$ cat config.mk
export PLATFORM = sky130hd
export DESIGN_NAME = ps2_kbd_rx_fifo_flat
export DESIGN_NICKNAME = d
export VERILOG_FILES = /design/src/rtl/ps2_kbd_rx_fifo_if.sv /design/src/rtl/ps2_kbd_rx_fifo.sv /design/src/flat_wrapper.sv
export SDC_FILE = /design/constraint.sdc
export NUM_CORES = 1
export LEC_CHECK = 0
export CELL_PAD_IN_SITES_DETAIL_PLACEMENT = 1
export CELL_PAD_IN_SITES_GLOBAL_PLACEMENT = 2
export CORE_UTILIZATION = 43
export CTS_CLUSTER_DIAMETER = 200
export DETAILED_ROUTE_END_ITERATION = 12
export PLACE_DENSITY_LB_ADDON = 0.1
export SYNTH_ARGS = -nofsm -noshare
export SYNTH_HDL_FRONTEND = slang
export SYNTH_SLANG_ARGS = --single-unit
$ cat constraint.sdc
create_clock -name clk -period 3.8 [get_ports clk]
set_input_delay 0.76 -clock clk [delete_from_list [all_inputs] [get_ports clk]]
set_output_delay 0.76 -clock clk [all_outputs]
set_load 0.005 [all_outputs]
$ cat src/rtl/ps2_kbd_rx_fifo_if.sv
// Bus bundle for the PS/2 keyboard receiver: keyboard pins, CPU-side
// show-ahead FIFO read port and sticky error flags.
interface ps2_kbd_rx_fifo_if #(
  parameter int FIFO_DEPTH = 8
);
  localparam int LW = $clog2(FIFO_DEPTH) + 1;

  logic          ps2_clk;
  logic          ps2_data;
  logic          rd_en;
  logic          err_clr;
  logic [9:0]    rd_data;
  logic          empty;
  logic          full;
  logic [LW-1:0] level;
  logic          overflow;
  logic          parity_err;
  logic          frame_err;

  modport master (
    output ps2_clk, ps2_data, rd_en, err_clr,
    input  rd_data, empty, full, level, overflow, parity_err, frame_err
  );

  modport slave (
    input  ps2_clk, ps2_data, rd_en, err_clr,
    output rd_data, empty, full, level, overflow, parity_err, frame_err
  );
endinterface

$ cat src/rtl/ps2_kbd_rx_fifo.sv
// PS/2 keyboard receiver: deframes 11-bit frames, folds E0/F0 prefixes into
// flag bits and queues key events in a show-ahead FIFO for the CPU.
module ps2_kbd_rx_fifo #(
  parameter int CLK_DIV    = 250,
  parameter int FIFO_DEPTH = 8,
  parameter int TIMEOUT_TK = 64
) (
  input  logic               clk,
  input  logic               rst,
  ps2_kbd_rx_fifo_if.slave   bus
);
  localparam int AW = $clog2(FIFO_DEPTH);
  localparam int LW = AW + 1;
  localparam int DW = $clog2(CLK_DIV);
  localparam int TW = $clog2(TIMEOUT_TK + 1);

  typedef enum logic [1:0] {IDLE, DATA, PARITY, STOP} state_t;

  logic [1:0]    clk_sync_q, dat_sync_q;
  logic [DW-1:0] div_q;
  logic          clk_prev_q;
  state_t        state_q;
  logic [2:0]    bit_cnt_q;
  logic [7:0]    shift_q;
  logic          par_q;
  logic [TW-1:0] to_cnt_q;
  logic          ext_q, brk_q;
  logic          perr_q, ferr_q, ovf_q;
  logic [AW-1:0] wr_ptr_q, rd_ptr_q;
  logic [LW-1:0] level_q;
  logic [9:0]    mem_q [FIFO_DEPTH];

  logic tick, fall, din, par_ok, stop_ok, push, timeout;
  logic pop, do_push, empty_w, full_w;

  always_ff @(posedge clk) begin
    if (rst) begin
      clk_sync_q <= 2'b11;
      dat_sync_q <= 2'b11;
    end else begin
      clk_sync_q <= {clk_sync_q[0], bus.ps2_clk};
      dat_sync_q <= {dat_sync_q[0], bus.ps2_data};
    end
  end

  assign tick = (div_q == DW'(CLK_DIV - 1));

  always_ff @(posedge clk) begin
    if (rst) begin
      div_q      <= '0;
      clk_prev_q <= 1'b0;
    end else begin
      div_q <= tick ? '0 : div_q + 1'b1;
      if (tick) clk_prev_q <= clk_sync_q[1];
    end
  end

  assign fall    = tick & clk_prev_q & ~clk_sync_q[1];
  assign din     = dat_sync_q[1];
  assign par_ok  = ^{shift_q, par_q};
  assign stop_ok = (state_q == STOP) && fall && din && par_ok;
  assign push    = stop_ok && (shift_q != 8'hE0) && (shift_q != 8'hF0);
  assign timeout = (state_q != IDLE) && tick && !fall &&
                   (to_cnt_q == TW'(TIMEOUT_TK - 1));

  // Frame FSM; error set assignments come after err_clr so a same-cycle set wins
  always_ff @(posedge clk) begin
    if (rst) begin
      state_q   <= IDLE;
      bit_cnt_q <= '0;
      shift_q   <= '0;
      par_q     <= 1'b0;
      to_cnt_q  <= '0;
      ext_q     <= 1'b0;
      brk_q     <= 1'b0;
      perr_q    <= 1'b0;
      ferr_q    <= 1'b0;
    end else begin
      if (bus.err_clr) begin
        perr_q <= 1'b0;
        ferr_q <= 1'b0;
      end
      if (fall || state_q == IDLE) to_cnt_q <= '0;
      else if (tick)               to_cnt_q <= to_cnt_q + 1'b1;

      if (timeout) begin
        state_q <= IDLE;
        ferr_q  <= 1'b1;
        ext_q   <= 1'b0;
        brk_q   <= 1'b0;
      end else if (fall) begin
        case (state_q)
          IDLE: begin
            if (!din) begin
              state_q   <= DATA;
              bit_cnt_q <= '0;
            end else begin
              ferr_q <= 1'b1;
            end
          end
          DATA: begin
            shift_q   <= {din, shift_q[7:1]};
            bit_cnt_q <= bit_cnt_q + 1'b1;
            if (bit_cnt_q == 3'd7) state_q <= PARITY;
          end
          PARITY: begin
            par_q   <= din;
            state_q <= STOP;
          end
          default: begin
            state_q <= IDLE;
            if (stop_ok) begin
              if (shift_q == 8'hE0)      ext_q <= 1'b1;
              else if (shift_q == 8'hF0) brk_q <= 1'b1;
              else begin
                ext_q <= 1'b0;
                brk_q <= 1'b0;
              end
            end else begin
              if (!din)    ferr_q <= 1'b1;
              if (!par_ok) perr_q <= 1'b1;
              ext_q <= 1'b0;
              brk_q <= 1'b0;
            end
          end
        endcase
      end
    end
  end

  assign empty_w = (level_q == '0);
  assign full_w  = (level_q == LW'(FIFO_DEPTH));
  assign pop     = bus.rd_en && !empty_w;
  // When full, a same-cycle pop frees the head slot that wr_ptr points at
  assign do_push = push && (!full_w || pop);

  always_ff @(posedge clk) begin
    if (do_push) mem_q[wr_ptr_q] <= {ext_q, brk_q, shift_q};
  end

  always_ff @(posedge clk) begin
    if (rst) begin
      wr_ptr_q <= '0;
      rd_ptr_q <= '0;
      level_q  <= '0;
      ovf_q    <= 1'b0;
    end else begin
      if (bus.err_clr)      ovf_q <= 1'b0;
      if (push && !do_push) ovf_q <= 1'b1;
      if (do_push) wr_ptr_q <= wr_ptr_q + 1'b1;
      if (pop)     rd_ptr_q <= rd_ptr_q + 1'b1;
      case ({do_push, pop})
        2'b10:   level_q <= level_q + 1'b1;
        2'b01:   level_q <= level_q - 1'b1;
        default: level_q <= level_q;
      endcase
    end
  end

  assign bus.rd_data    = empty_w ? 10'd0 : mem_q[rd_ptr_q];
  assign bus.empty      = empty_w;
  assign bus.full       = full_w;
  assign bus.level      = level_q;
  assign bus.overflow   = ovf_q;
  assign bus.parity_err = perr_q;
  assign bus.frame_err  = ferr_q;
endmodule

$ cat src/flat_wrapper.sv
// flat-port wrapper written by rule: the top's interface ports become plain ports
module ps2_kbd_rx_fifo_flat 
#(
  parameter int CLK_DIV    = 250,
  parameter int FIFO_DEPTH = 8,
  parameter int TIMEOUT_TK = 64
)
  (clk, rst, bus_ps2_clk, bus_ps2_data, bus_rd_en, bus_err_clr, bus_rd_data, bus_empty, bus_full, bus_level, bus_overflow, bus_parity_err, bus_frame_err);
  ps2_kbd_rx_fifo_if #(.FIFO_DEPTH(FIFO_DEPTH)) bus_i ();
  input  logic clk;
  input  logic rst;
  input wire logic [$bits(bus_i.ps2_clk)-1:0] bus_ps2_clk;
  input wire logic [$bits(bus_i.ps2_data)-1:0] bus_ps2_data;
  input wire logic [$bits(bus_i.rd_en)-1:0] bus_rd_en;
  input wire logic [$bits(bus_i.err_clr)-1:0] bus_err_clr;
  output wire logic [$bits(bus_i.rd_data)-1:0] bus_rd_data;
  output wire logic [$bits(bus_i.empty)-1:0] bus_empty;
  output wire logic [$bits(bus_i.full)-1:0] bus_full;
  output wire logic [$bits(bus_i.level)-1:0] bus_level;
  output wire logic [$bits(bus_i.overflow)-1:0] bus_overflow;
  output wire logic [$bits(bus_i.parity_err)-1:0] bus_parity_err;
  output wire logic [$bits(bus_i.frame_err)-1:0] bus_frame_err;
  assign bus_i.ps2_clk = bus_ps2_clk;
  assign bus_i.ps2_data = bus_ps2_data;
  assign bus_i.rd_en = bus_rd_en;
  assign bus_i.err_clr = bus_err_clr;
  assign bus_rd_data = bus_i.rd_data;
  assign bus_empty = bus_i.empty;
  assign bus_full = bus_i.full;
  assign bus_level = bus_i.level;
  assign bus_overflow = bus_i.overflow;
  assign bus_parity_err = bus_i.parity_err;
  assign bus_frame_err = bus_i.frame_err;
  ps2_kbd_rx_fifo #(.CLK_DIV(CLK_DIV), .FIFO_DEPTH(FIFO_DEPTH), .TIMEOUT_TK(TIMEOUT_TK)) u_core (.clk(clk), .rst(rst), .bus(bus_i));
endmodule
==> impl_metrics.env <==
export IMPL_drive_gt1_share_pct=16.7
export IMPL_hp_start="u_core.dat_sync_q[0]"
export IMPL_finClkSkew_ns=0.00812
export IMPL_synth_top_flop_cell="edfxtp_1"
export IMPL_h_tree_depth=4
export IMPL_synth_cell_area_um2=5530
export IMPL_postCtsSetupRepairBufs=0
export IMPL_ant_nets=0
export IMPL_hold_viol=0
export IMPL_clk_pin_slew_worst_paths_ns=0.05
export IMPL_cpMaxStageDelayCell="dfxtp_1"
export IMPL_globalplace_congestion=0.698
export IMPL_tightest_slew_ns=0.739
export IMPL_crit_chain="xor2_1 > xnor3_2 > xnor2_4 > or3_4 > nand2_4 > inv_4 > ha_1 > a21o_1 > a21oi_1 > mux2i_1 > mux2_1"
export IMPL_cts_hold_buf=0
export IMPL_die_w_um=115
export IMPL_crit_type="reg -> reg"
export IMPL_cts_buffers=17
export IMPL_p_leak_uw=0.00228
export IMPL_required_ns=4.10
export IMPL_critPathTopFamily="XOR/XNOR gates"
export IMPL_rr_endpoint="u_core.bus.level[3]"
export IMPL_cts_sink_count=132
export IMPL_die_area_um2=13300
export IMPL_drt_pass1_iterations=4
export IMPL_clock_root_buffer="clkbuf_16"
export IMPL_grt_overflow=0
export IMPL_synth_compound_area_share_pct=3.67
export IMPL_synthXorXnorAreaFrac_pct=3.96
export IMPL_synth_top_family_by_area="simple AND/OR/NAND/NOR gates"
export IMPL_synth_edf_count=80
export IMPL_synthCells=404
export IMPL_vias=3267
export IMPL_muxShareOfSynthArea_pct=12.0
export IMPL_grt_max_degree=34
export IMPL_grtUsageTotal_pct=18.7
export IMPL_reg2reg_depth=11
export IMPL_row_count=41
export IMPL_start_kind="register"
export IMPL_slew_headroom_pct=50.7
export IMPL_portBuffers=24
export IMPL_cts_resized=0
export IMPL_grtUsageMet3_pct=5.38
export IMPL_antenna_cells=0
export IMPL_rsz0062_at_grt="no"
export IMPL_finalCriticalPeriod_ns=3.19
export IMPL_async_reset_ff_share_pct=0
export IMPL_drtIter0Drc=176
export IMPL_ir_worst_vdd_mv=0.190
export IMPL_min_path_type="reg -> reg"
export IMPL_max_cap_violations=0
export IMPL_fin_nets=470
export IMPL_post_drt_wl_per_cell_um=17.6
export IMPL_fillCellCount=1279
export IMPL_area_growth_pct=19.1
export IMPL_placed_cells=602
export IMPL_synthSimpleGateAreaFrac_pct=12.8
export IMPL_timing_final_crit_share_pct=84.0
export IMPL_fin_cells=634
export IMPL_worst_r2r_setup_slack_ns=0.61
export IMPL_syn_avg_cell_area_um2=13.7
export IMPL_hpwlAfterDp_um=7320
export IMPL_synth_cell_type_count=50
export IMPL_yosysWarningCount=0
export IMPL_wl_um=11200
export IMPL_cts_tree="yes"
export IMPL_cpPeakStageDelay_ns=0.54
export IMPL_crit_arrival_ns=3.49
export IMPL_crit_path_max_fanout=12
export IMPL_clk_path_buf_depth=2
export IMPL_status="complete, no violations"
export IMPL_drc=0
export IMPL_yosys_register_bits=132
export IMPL_use_met1_pct=22.6
export IMPL_core_um2=12600
export IMPL_finalSetupTns_ns=0
export IMPL_fmax_mhz=313
export IMPL_synthAdderAreaFrac_pct=3.53
export IMPL_io_pins=25
export IMPL_fp_dieH_um=115
export IMPL_cp_num_buf_inv=1
export IMPL_met2_usage_pct=31.8
export IMPL_via_per_inst=5.15
export IMPL_setup_viol=0
export IMPL_grt_pass1_wl_um=17900
export IMPL_min_to="u_core.dat_sync_q[1]"
export IMPL_seq_area_frac_synth_pct=62.3
export IMPL_clock_latency_ns=0.41
export IMPL_crit_path_end_kind="register"
export IMPL_worstReg2RegStart="u_core.shift_q[1]"
export IMPL_layout_commonest_cell="edfxtp_1"
export IMPL_mostFrequentLayoutCells="edfxtp_1, dfxtp_1, nor2_1"
export IMPL_grt_pass1_vias=3397
export IMPL_power_density_nw_per_um2=542
export IMPL_grt_busiest_layer="met2"
export IMPL_syn_nets=425
export IMPL_antenna_found_initial=0
export IMPL_initial_core_util_pct=44.0
export IMPL_min_path_cells=1
export IMPL_slew_violations=0
## Yosys cell counts, drive strengths merged, types with 2 or more instances
cell,number,area [um^2]
edfxtp,80,2400
dfxtp,52,1040
nor2,48,190
nand2,32,128
a21oi,21,105
mux4,20,450
mux2i,19,190
ha,14,175
nand3,14,70.1
inv,11,43.8
o21ai,10,50.0
xnor2,9,116
xor2,9,78.8
clkbuf,8,30.0
nand4,6,52.6
nor3,6,30.0
or3,6,42.5
nand2b,5,31.3
or2,4,25.0
nor2b,3,18.8
nor3b,3,32.5
and2,2,12.5
and3,2,12.5
buf,2,15.0
mux2,2,22.5
nand3b,2,15.0
nor4,2,18.8
## where the power goes
group / internal (uW) / total [uW] / switching, uW
registers: 1530 / 1550 / 23.9
clock network: 951 / 1530 / 574
logic: 271 / 494 / 223
total: 2750 / 3570 / 821
## worst max path at each step
stage,startpoint,end,slack [ns],cells after the start
floorplan,u_core.shift_q[1],u_core.bus.level[3],0.83,11
global placement,u_core.shift_q[1],u_core.bus.level[3],0.68,11
detailed placement,u_core.shift_q[1],u_core.bus.level[3],0.58,11
CTS,u_core.shift_q[1],u_core.bus.level[3],0.58,11
global route,u_core.shift_q[1],u_core.bus.level[3],0.39,11
finish,u_core.shift_q[1],u_core.bus.level[3],0.61,11
## layout make-up
class	instances	area, um^2	share of cell area [%]
multi-input combinational	250	1990	30.3
timing repair buffer	37	338	5.13
inverter	11	43.8	0.665
clock buffer	20	437	6.63
sequential	132	3440	52.3
tap	172	215	3.27
clock inverter	12	114	1.73
## cells by family (layout without fill, tap and decap cells)
group	after synthesis	in the layout
flip-flops	132	132
adder cells (fa/ha/maj)	15	15
multiplexers	41	41
AO/OA/AOI/OAI	37	37
buffers and inverters	22	80
XOR/XNOR	19	19
AND/OR/NAND/NOR	138	138
## state kept, by name (all words and copies together), names as in the netlist, named ones only
name / flops
u_core.state_q: 2
u_core.bit_cnt_q: 3
u_core.wr_ptr_q: 3
u_core.bus.parity_err: 1
u_core.bus.overflow: 1
u_core.clk_sync_q: 2
u_core.par_q: 1
u_core.div_q: 8
u_core.shift_q: 8
u_core.dat_sync_q: 2
u_core.clk_prev_q: 1
u_core.to_cnt_q: 7
u_core.mem_q: 80
u_core.bus.frame_err: 1
u_core.brk_q: 1
u_core.bus.level: 4
u_core.rd_ptr_q: 3
u_core.ext_q: 1
## layer usage
metal,up-vias,routed length [um]
met2,41,5690
met1,1643,5090
met4,0,115
met3,11,269
li1,1572,-
met5,-,0
## metrics by stage
step	utilization (%)	instance area, um^2	setup WS, ns	hold slack (ns)	power (uW)
floorplan	-	5530	0.825	0.389	1880
global placement	48.0	6030	0.684	0.393	2080
detailed placement	48.0	6030	0.578	0.401	2090
CTS	52.4	6580	0.576	0.415	3630
global route	52.4	6580	0.385	0.425	3720
finish	52.4	6580	0.607	0.408	3570
(Power assumes the default switching activity.)
